File: config.mk
export PLATFORM = sky130hd
export DESIGN_NAME = mem_wb_writeback_unit
export DESIGN_NICKNAME = d
export VERILOG_FILES = /design/src/rtl/mem_wb_writeback_unit.sv
export SDC_FILE = /design/constraint.sdc
export NUM_CORES = 1
export LEC_CHECK = 0
export CORE_MARGIN = 2
export CORE_UTILIZATION = 45
export DETAILED_ROUTE_END_ITERATION = 12
export PLACE_DENSITY = 0.75
export SKIP_CTS_REPAIR_TIMING = 1
export SLEW_MARGIN = 20
export SYNTH_ARGS = -nofsm -noshare
export SYNTH_HDL_FRONTEND = slang
export SYNTH_SLANG_ARGS = --single-unit
File: constraint.sdc
create_clock -name Clock -period 2.5 [get_ports Clock]
set_input_delay 0.25 -clock Clock [delete_from_list [all_inputs] [get_ports Clock]]
set_output_delay 0.25 -clock Clock [all_outputs]
set_load 0.01 [all_outputs]
File: src/rtl/mem_wb_writeback_unit.sv
// MEM/WB pipeline register with sub-word load alignment and write-back select.
// Also flags misaligned loads and counts retired instructions.
module mem_wb_writeback_unit #(
    parameter int DATA_WIDTH     = 32,
    parameter int REG_ADDR_WIDTH = 5,
    parameter int BIG_ENDIAN     = 1,
    parameter int COUNT_WIDTH    = 32
) (
    input  logic                      Clock,
    input  logic                      Reset,
    input  logic                      Stall,
    input  logic                      Flush,
    input  logic                      InValid,
    input  logic                      InRegWrite,
    input  logic [REG_ADDR_WIDTH-1:0] InWriteRegister,
    input  logic [1:0]                InResultSel,
    input  logic [1:0]                InLoadSize,
    input  logic                      InLoadUnsigned,
    input  logic [DATA_WIDTH-1:0]     InALUResult,
    input  logic [DATA_WIDTH-1:0]     InDataMemoryOut,
    input  logic [DATA_WIDTH-1:0]     InLinkPC,
    output logic [DATA_WIDTH-1:0]     WriteBackResult,
    output logic [REG_ADDR_WIDTH-1:0] WriteRegister,
    output logic                      RegWriteEnable,
    output logic                      WBValid,
    output logic                      AlignmentFault,
    output logic [COUNT_WIDTH-1:0]    RetiredCount
);

    logic                      r_valid;
    logic                      r_reg_write;
    logic [REG_ADDR_WIDTH-1:0] r_wreg;
    logic [1:0]                r_sel;
    logic [1:0]                r_size;
    logic                      r_unsigned;
    logic [DATA_WIDTH-1:0]     r_alu;
    logic [DATA_WIDTH-1:0]     r_mem;
    logic [DATA_WIDTH-1:0]     r_link;
    logic [COUNT_WIDTH-1:0]    r_count;

    logic [1:0]            w_off;
    logic [1:0]            w_eff_off;
    logic [1:0]            w_lane;
    logic                  w_hlane;
    logic                  w_is_load;
    logic                  w_half;
    logic                  w_byte;
    logic                  w_word;
    logic                  w_fault;
    logic [7:0]            w_byte_val;
    logic [15:0]           w_half_val;
    logic [DATA_WIDTH-1:0] w_load_val;
    logic                  w_advance;

    always_ff @(posedge Clock) begin
        if (Reset || Flush) begin
            r_valid     <= 1'b0;
            r_reg_write <= 1'b0;
            r_wreg      <= '0;
            r_sel       <= '0;
            r_size      <= '0;
            r_unsigned  <= 1'b0;
            r_alu       <= '0;
            r_mem       <= '0;
            r_link      <= '0;
        end else if (!Stall) begin
            r_valid     <= InValid;
            r_reg_write <= InRegWrite;
            r_wreg      <= InWriteRegister;
            r_sel       <= InResultSel;
            r_size      <= InLoadSize;
            r_unsigned  <= InLoadUnsigned;
            r_alu       <= InALUResult;
            r_mem       <= InDataMemoryOut;
            r_link      <= InLinkPC;
        end
    end

    // The WB instruction leaves the stage (retires) unless a pure stall holds it.
    assign w_advance = !Stall || Flush;

    always_ff @(posedge Clock) begin
        if (Reset) begin
            r_count <= '0;
        end else if (r_valid && w_advance) begin
            r_count <= r_count + COUNT_WIDTH'(1);
        end
    end

    assign w_off     = r_alu[1:0];
    assign w_is_load = (r_sel == 2'b01);
    assign w_half    = (r_size == 2'b01);
    assign w_byte    = (r_size == 2'b10);
    assign w_word    = (r_size == 2'b00) || (r_size == 2'b11);
    assign w_fault   = r_valid && w_is_load &&
                       ((w_half && w_off[0]) || (w_word && (w_off != 2'b00)));

    // Misaligned loads fall back to offset-0 extraction.
    assign w_eff_off = w_fault ? 2'b00 : w_off;
    assign w_lane    = (BIG_ENDIAN != 0) ? ~w_eff_off : w_eff_off;
    assign w_hlane   = (BIG_ENDIAN != 0) ? ~w_eff_off[1] : w_eff_off[1];

    assign w_byte_val = r_mem[{w_lane, 3'b000} +: 8];
    assign w_half_val = r_mem[{w_hlane, 4'b0000} +: 16];

    always_comb begin
        w_load_val = r_mem;
        if (w_byte) begin
            w_load_val = {{(DATA_WIDTH-8){~r_unsigned & w_byte_val[7]}},
                          w_byte_val};
        end else if (w_half) begin
            w_load_val = {{(DATA_WIDTH-16){~r_unsigned & w_half_val[15]}},
                          w_half_val};
        end
    end

    always_comb begin
        case (r_sel)
            2'b01:   WriteBackResult = w_load_val;
            2'b10:   WriteBackResult = r_link;
            default: WriteBackResult = r_alu;
        endcase
    end

    assign WriteRegister  = r_wreg;
    assign WBValid        = r_valid;
    assign AlignmentFault = w_fault;
    assign RegWriteEnable = r_valid && r_reg_write &&
                            (r_wreg != '0) && !w_fault;
    assign RetiredCount   = r_count;

endmodule
==> results of run 1 <==
-- cell type report --
cell class	instances	share of cell area (%)
multi-input cells	574	39.76
clock inverters	14	1.742
well taps	184	2.375
inverters	16	0.6194
clock buffers	18	4.426
flip-flops and latches	140	28.96
repair buffers	235	22.12
-- state kept, by name (all words and copies together), names as in the netlist --
signal	count
r_alu	32
r_link	32
WBValid	1
r_size	2
r_mem	32
WriteRegister	5
r_reg_write	1
r_sel	2
RetiredCount	32
r_unsigned	1
-- per-layer routing --
metal	up-vias	wire length [um]
li1	3147	-
met1	3024	8612
met2	242	9787
met3	42	1452
met4	0	566
met5	-	0
-- worst max-delay path: cells and delay by family (launching register included) --
| family | cells | cell delay, ns |
|---|---|---|
| buffers and inverters | 3 | 0.50 |
| AO/OA/AOI/OAI | 4 | 0.95 |
| flip-flops | 1 | 0.32 |
| AND/OR/NAND/NOR | 1 | 0.22 |
| adder cells (fa/ha/maj) | 1 | 0.17 |
-- logic make-up (layout without fill, tap and decap cells) --
kind of cell	after synthesis	count (layout)	synth area share, %
mux	124	124	18.41
flops	140	140	41.52
simple gates	286	286	18.78
xor+xnor	23	23	2.984
compound gates	136	136	12.68
fa+ha+maj	5	5	0.9268
buf+inv	73	283	4.708
-- layout by cell type (no fill, tap or decap), drive strengths merged, types with 2 or more instances in the layout --
cell / instances
a211o: 7
a211oi: 7
a21oi: 60
a221oi: 7
and3: 7
and4: 4
buf: 83
bufinv: 3
clkbuf: 20
clkdlybuf4s50: 150
clkinv: 3
clkinvlp: 5
dfxtp: 140
ha: 5
inv: 19
mux2i: 123
nand2: 50
nand2b: 2
nand3: 12
nand4: 6
nor2: 166
nor2b: 10
nor3: 8
nor4: 9
o211ai: 14
o21ai: 16
o31ai: 17
or3: 7
or4: 3
xnor2: 20
xor2: 3
-- stage by stage --
step | setup TNS [ns] | instance area [um^2] | util [%] | power [W] | hold slack (ns)
after CTS | -22.31 | 9573 | 65.62 | 0.005565 | 0.1700
after global routing | -9.924 | 9696 | 66.46 | 0.005739 | 0.1965
after floorplan | 0 | 6750 | - | 0.002669 | 0.3939
final | -6.680 | 9696 | 66.46 | 0.005547 | 0.1788
after detailed placement | -6.570 | 8975 | 61.52 | 0.003001 | 0.4824
after global placement | -5.774 | 8975 | 61.52 | 0.002993 | 0.4704
-- power by group through the flow --
stage / logic [W] / clock network, W / registers [W]
2_1_floorplan: 0.000302 / 0 / 0.00237
3_3_place_gp: 0.000613 / 0 / 0.00238
3_5_place_dp: 0.000619 / 0 / 0.00238
4_1_cts: 0.000624 / 0.00261 / 0.00233
5_1_grt: 0.000684 / 0.00271 / 0.00234
6_report: 0.000637 / 0.00257 / 0.00234
-- worst max-delay path by stage --
stage / to / slack, ns / start
3_5_place_dp: WriteBackResult[4] / -0.29 / r_size[0]
4_1_cts: WriteBackResult[4] / -0.78 / r_size[0]
2_1_floorplan: WriteBackResult[17] / 0.13 / r_size[0]
6_report: WriteBackResult[20] / -0.34 / r_size[0]
3_3_place_gp: WriteBackResult[1] / -0.27 / r_size[0]
5_1_grt: WriteBackResult[30] / -0.46 / r_size[0]
==> results.toml, run 1 <==
[outcome]
status = "complete, but fails checks"
violations = "negative setup slack"

[power]
p_int_w = 0.004205
p_per_area_mw_per_mm2 = 572.1
pwr-share-comb_pct = 11.5
seqPwrFrac_pct = 42.1
ir_drop_mv = 0.6053
p_sw_w = 0.001342
swShare_pct = 24.19
leakagePower_nw = 3.857
p_clk_share_pct = 46.4

[cts]
cts_root_buffer = "clkbuf_16"
cts.htree.levels = 4
tritoncts = "yes"
clock_sinks = 140
clkLatencyLatePin_ns = 0.43
cts.path.max_buffers = 2
clk_pin_slew_ns = 0.06
numCtsBuffers = 17

[critical_path]
worst-endpoint-arrival_ns = 2.59
path_class = "flop to primary output"
crit_path_max_fanout = 7
timing.rr.start = "RetiredCount[10]"
slowest_stage = "dfxtp_2"
ff2ff_setup_slack_ns = 0.26
crit_chain = "buf_4, ha_4, o211ai_1, and3_1, o32a_1, a21oi_4, buf_8, o31ai_1, buf_2"
max_stage_delay_ns = 0.32
r2r_cells = 5
timing.rr.end = "RetiredCount[31]"
end_kind = "primary output"
crit_path_start_kind = "flop"
worst_ep_required_time_ns = 2.25

[sta]
max_slew.worst_pin.slew_ns = 0.8033
final.min_clock_period_ns = 2.845
setup_viol = 32
slew_viol_final = 0
max_freq_mhz = 351.6
relSlewSlack_pct = 46.45
setup_ws_ns = -0.3445
fin_crit_sh_pct = 113.8
rsz0062_at_grt = "true"
hold_viol = 0
skew_ns = 0.005534

[placement]
place_worst_setup_slack_ns = -0.2863
dpl.hpwl_mm = 14.41
io_buffers = 183
dpl.cell_count = 1145
gp_congestion = 0.8657

[die]
num_rows = 44
ios = 184
core_area_mm2 = 0.01459
die_x_um = 126.5
die_area_mm2 = 0.01600
die_h_um = 126.5
start_util_pct = 46.27

[synth]
async_reset_ff_share_pct = 0
syn-num-nets = 904
synth_area_per_cell_um2 = 8.577
synth_edf_count = 0
synth_area_leader_cell = "dfxtp_1"
ys_ff_latch = 140
synth_seq_area_share_pct = 41.52
synth_top_cell_area_share_pct = 41.52
synth-main-ff-cell = "dfxtp_1"
yosys.cell_types.count = 48
yosysMostFrequentCell = "nor2_1"
yosysWarnings = 0
synth_common_cells = "nor2_1 (166), dfxtp_1 (140), mux2i_1 (123)"
synth_area_mm2 = 0.006750
synthTopCellsByArea = "dfxtp_1 (42%), mux2i_1 (18%), nor2_1 (9.2%)"
postSynthCellCount = 787

[grt]
track_usage_pct = 25.26
first_global_vias = 6172
antenna_found_initial = 0
grt_overflow = 0
grtUsageMet2_pct = 41.11
grt_pass1_wl_mm = 31.81
grt_start_max_net_pins = 109
top_usage_layer = "met2"
use_met1_pct = 31.41
use_met3_pct = 7.381

[final_layout]
fin_cells = 1181
drive_gt1_share_pct = 16.05
fin_nets = 1101
final.fill_count = 1200
antenna_cells = 0
multi_input_area_mm2 = 0.003855
seq_area_mm2 = 0.002808
area_growth_pct = 43.63

[route]
drc = 0
wl_per_cell_um = 17.29
first_pass_iters = 5
vias_per_cell = 5.466
drtAntennaViolNets = 0
routed_wl_mm = 20.42
via_count = 6455
drtIter0Drc = 354

[worst_hold_path]
hp-class = "input port to flop"
whs_endpoint = "RetiredCount[1]"
min_path_cells = 4
min_from = "Stall"

[run]
max_cap_viol_count = 0
Note: power is estimated with default switching activity, not from simulation.
==> inputs of run 2 (changes only) <==
- GPL_TIMING_DRIVEN: default -> 0
==> run 2 against run 1 <==
Compared with the run above: count of clock-buffer cells in the layout is 1 higher; critical path depth is 2 higher; via count is 2.5% higher; clock skew hardly changed; fmax is 1.9% lower; first-iteration DRC count is 100% higher; worst hold slack worse by 0.16 ns; largest power group unchanged; the flow still finishes with violations (negative setup slack); critical endpoint is now WriteBackResult[28]; non-clock buffer count is 21 higher.
==> results.toml, run 2 (synthesis gave the netlist of run 1 again) <==
[sta]
fin_setup_tns_ns = -9.939
final.min_clock_period_ns = 2.898
setup_ws_ns = -0.3982
relSlewSlack_pct = 47.70
hold_viol = 0
slew_viol_final = 0
max_freq_mhz = 345.0
max_slew.worst_pin.slew_ns = 0.7845
setup_viol = 32
rsz0062_at_grt = "true"
fin_crit_sh_pct = 115.9
skew_ns = 0.005365

[final_layout]
postLayoutCoreUtil_pct = 66.86
multi_input_area_mm2 = 0.003911
layout_common_cells = "nor2_1 (166), clkdlybuf4s50_1 (149), dfxtp_1 (138)"
layout_commonest_cell = "nor2_1"
drive_gt1_share_pct = 13.86
seq_area_mm2 = 0.002808
fin_nets = 1122
antenna_cells = 0
area_growth_pct = 44.50
final.fill_count = 1193

[critical_path]
path_class = "flop to primary output"
crit_start = "r_size[0]"
worst-endpoint-arrival_ns = 2.65
crit_path_start_kind = "flop"
timing.rr.start = "RetiredCount[9]"
worst_ep_required_time_ns = 2.25
end_kind = "primary output"
crit_path_max_fanout = 6
r2r_cells = 7

[cts]
cts.path.max_buffers = 2
tritoncts = "yes"
clk_pin_slew_ns = 0.06
cts.htree.levels = 4
cts_root_buffer = "clkbuf_16"
clock_sinks = 140
numCtsBuffers = 17
clkLatencyLatePin_ns = 0.42

[grt]
first_global_vias = 6072
grt_overflow = 0
track_usage_pct = 25.45
grt_start_max_net_pins = 17
antenna_found_initial = 0
grt_pass1_wl_mm = 32.08

[worst_hold_path]
min_from = "Reset"
min_path_cells = 2
hp-class = "input port to flop"

[route]
wl_per_cell_um = 17.50
first_pass_iters = 5
drtIter0Drc = 707
vias_per_cell = 5.510
drtAntennaViolNets = 0
via_count = 6617
drc = 0
routed_wl_mm = 21.02

[placement]
dpl.hpwl_mm = 15.34
io_buffers = 181
gp_congestion = 0.9472

[die]
die_area_mm2 = 0.01600
core_area_mm2 = 0.01459
start_util_pct = 46.27
die_h_um = 126.5
ios = 184
num_rows = 44
die_x_um = 126.5

[outcome]
violations = "negative setup slack"
status = "complete, but fails checks"

[run]
max_cap_viol_count = 0

[power]
leakagePower_nw = 3.840
p_per_area_mw_per_mm2 = 576.3
ir_drop_mv = 0.4417
run 2: changes by cell type in the layout (fill, tap and decap cells not counted), sizes merged, moves of 2 or more:
cell | previous run | this run
clkinv | 3 | 5
buf | 83 | 52
dlymetal6s2s | 0 | 2
clkinvlp | 5 | 3
inv | 19 | 16
clkbuf | 20 | 72
run 2: through the flow:
stage / worst slack, ns / std cells / power, W / cell area, um^2 / hold slack, ns
after floorplan: 0.1271 / 787 / 0.002669 / 6750 / 0.3939
after global placement: -0.7618 / 1152 / 0.002979 / 8792 / 0.4435
after detailed placement: -0.7833 / 1152 / 0.002986 / 8792 / 0.4428
after CTS: -1.237 / 1183 / 0.005606 / 9407 / 0.001561
after global routing: -0.4833 / 1201 / 0.005812 / 9754 / 0.009879
final: -0.3982 / 1201 / 0.005622 / 9754 / 0.01555
run 2: final cells by class:
class / instances / area share (%)
Multi-Input combinational cell: 574 / 40.10
Sequential cell: 140 / 28.78
Timing Repair Buffer: 199 / 18.71
Clock buffer: 19 / 4.541
Buffer: 57 / 3.130
Tap cell: 184 / 2.360
Clock inverter: 12 / 1.757
Inverter: 16 / 0.6157
run 2: path summary, 6_finish.rpt:
path,to,slack (ns)
max,WriteBackResult[28],-0.40
min reg2reg,RetiredCount[30],0.49
max reg2reg,RetiredCount[31],0.25
min,RetiredCount[1],0.02
run 2: metal layers:
metal / part of all wire (%) / global-route usage [%]
met3: 7.1 / 6.326
met5: 0 / 0
met4: 2.4 / 7.886
met1: 44 / 33.56
met2: 47 / 41.18
run 2: report_power, final:
part / switching [W] / leakage, nW / total [W] / internal [W]
Sequential: 0.0000488 / 1.14 / 0.00234 / 0.00229
Combinational: 0.000310 / 2.41 / 0.000650 / 0.000340
Clock: 0.000951 / 0.295 / 0.00263 / 0.00168
run 2: critical path, cell delays in order (launching register included):
cell and delay [ns]:
dfxtp_4 0.35, buf_4 0.14, ha_4 0.18, o211ai_1 0.15, buf_4 0.17, and3_4 0.18
o32a_1 0.25, a21oi_4 0.09, buf_6 0.15, buf_12 0.14, o31ai_2 0.24, buf_2 0.18
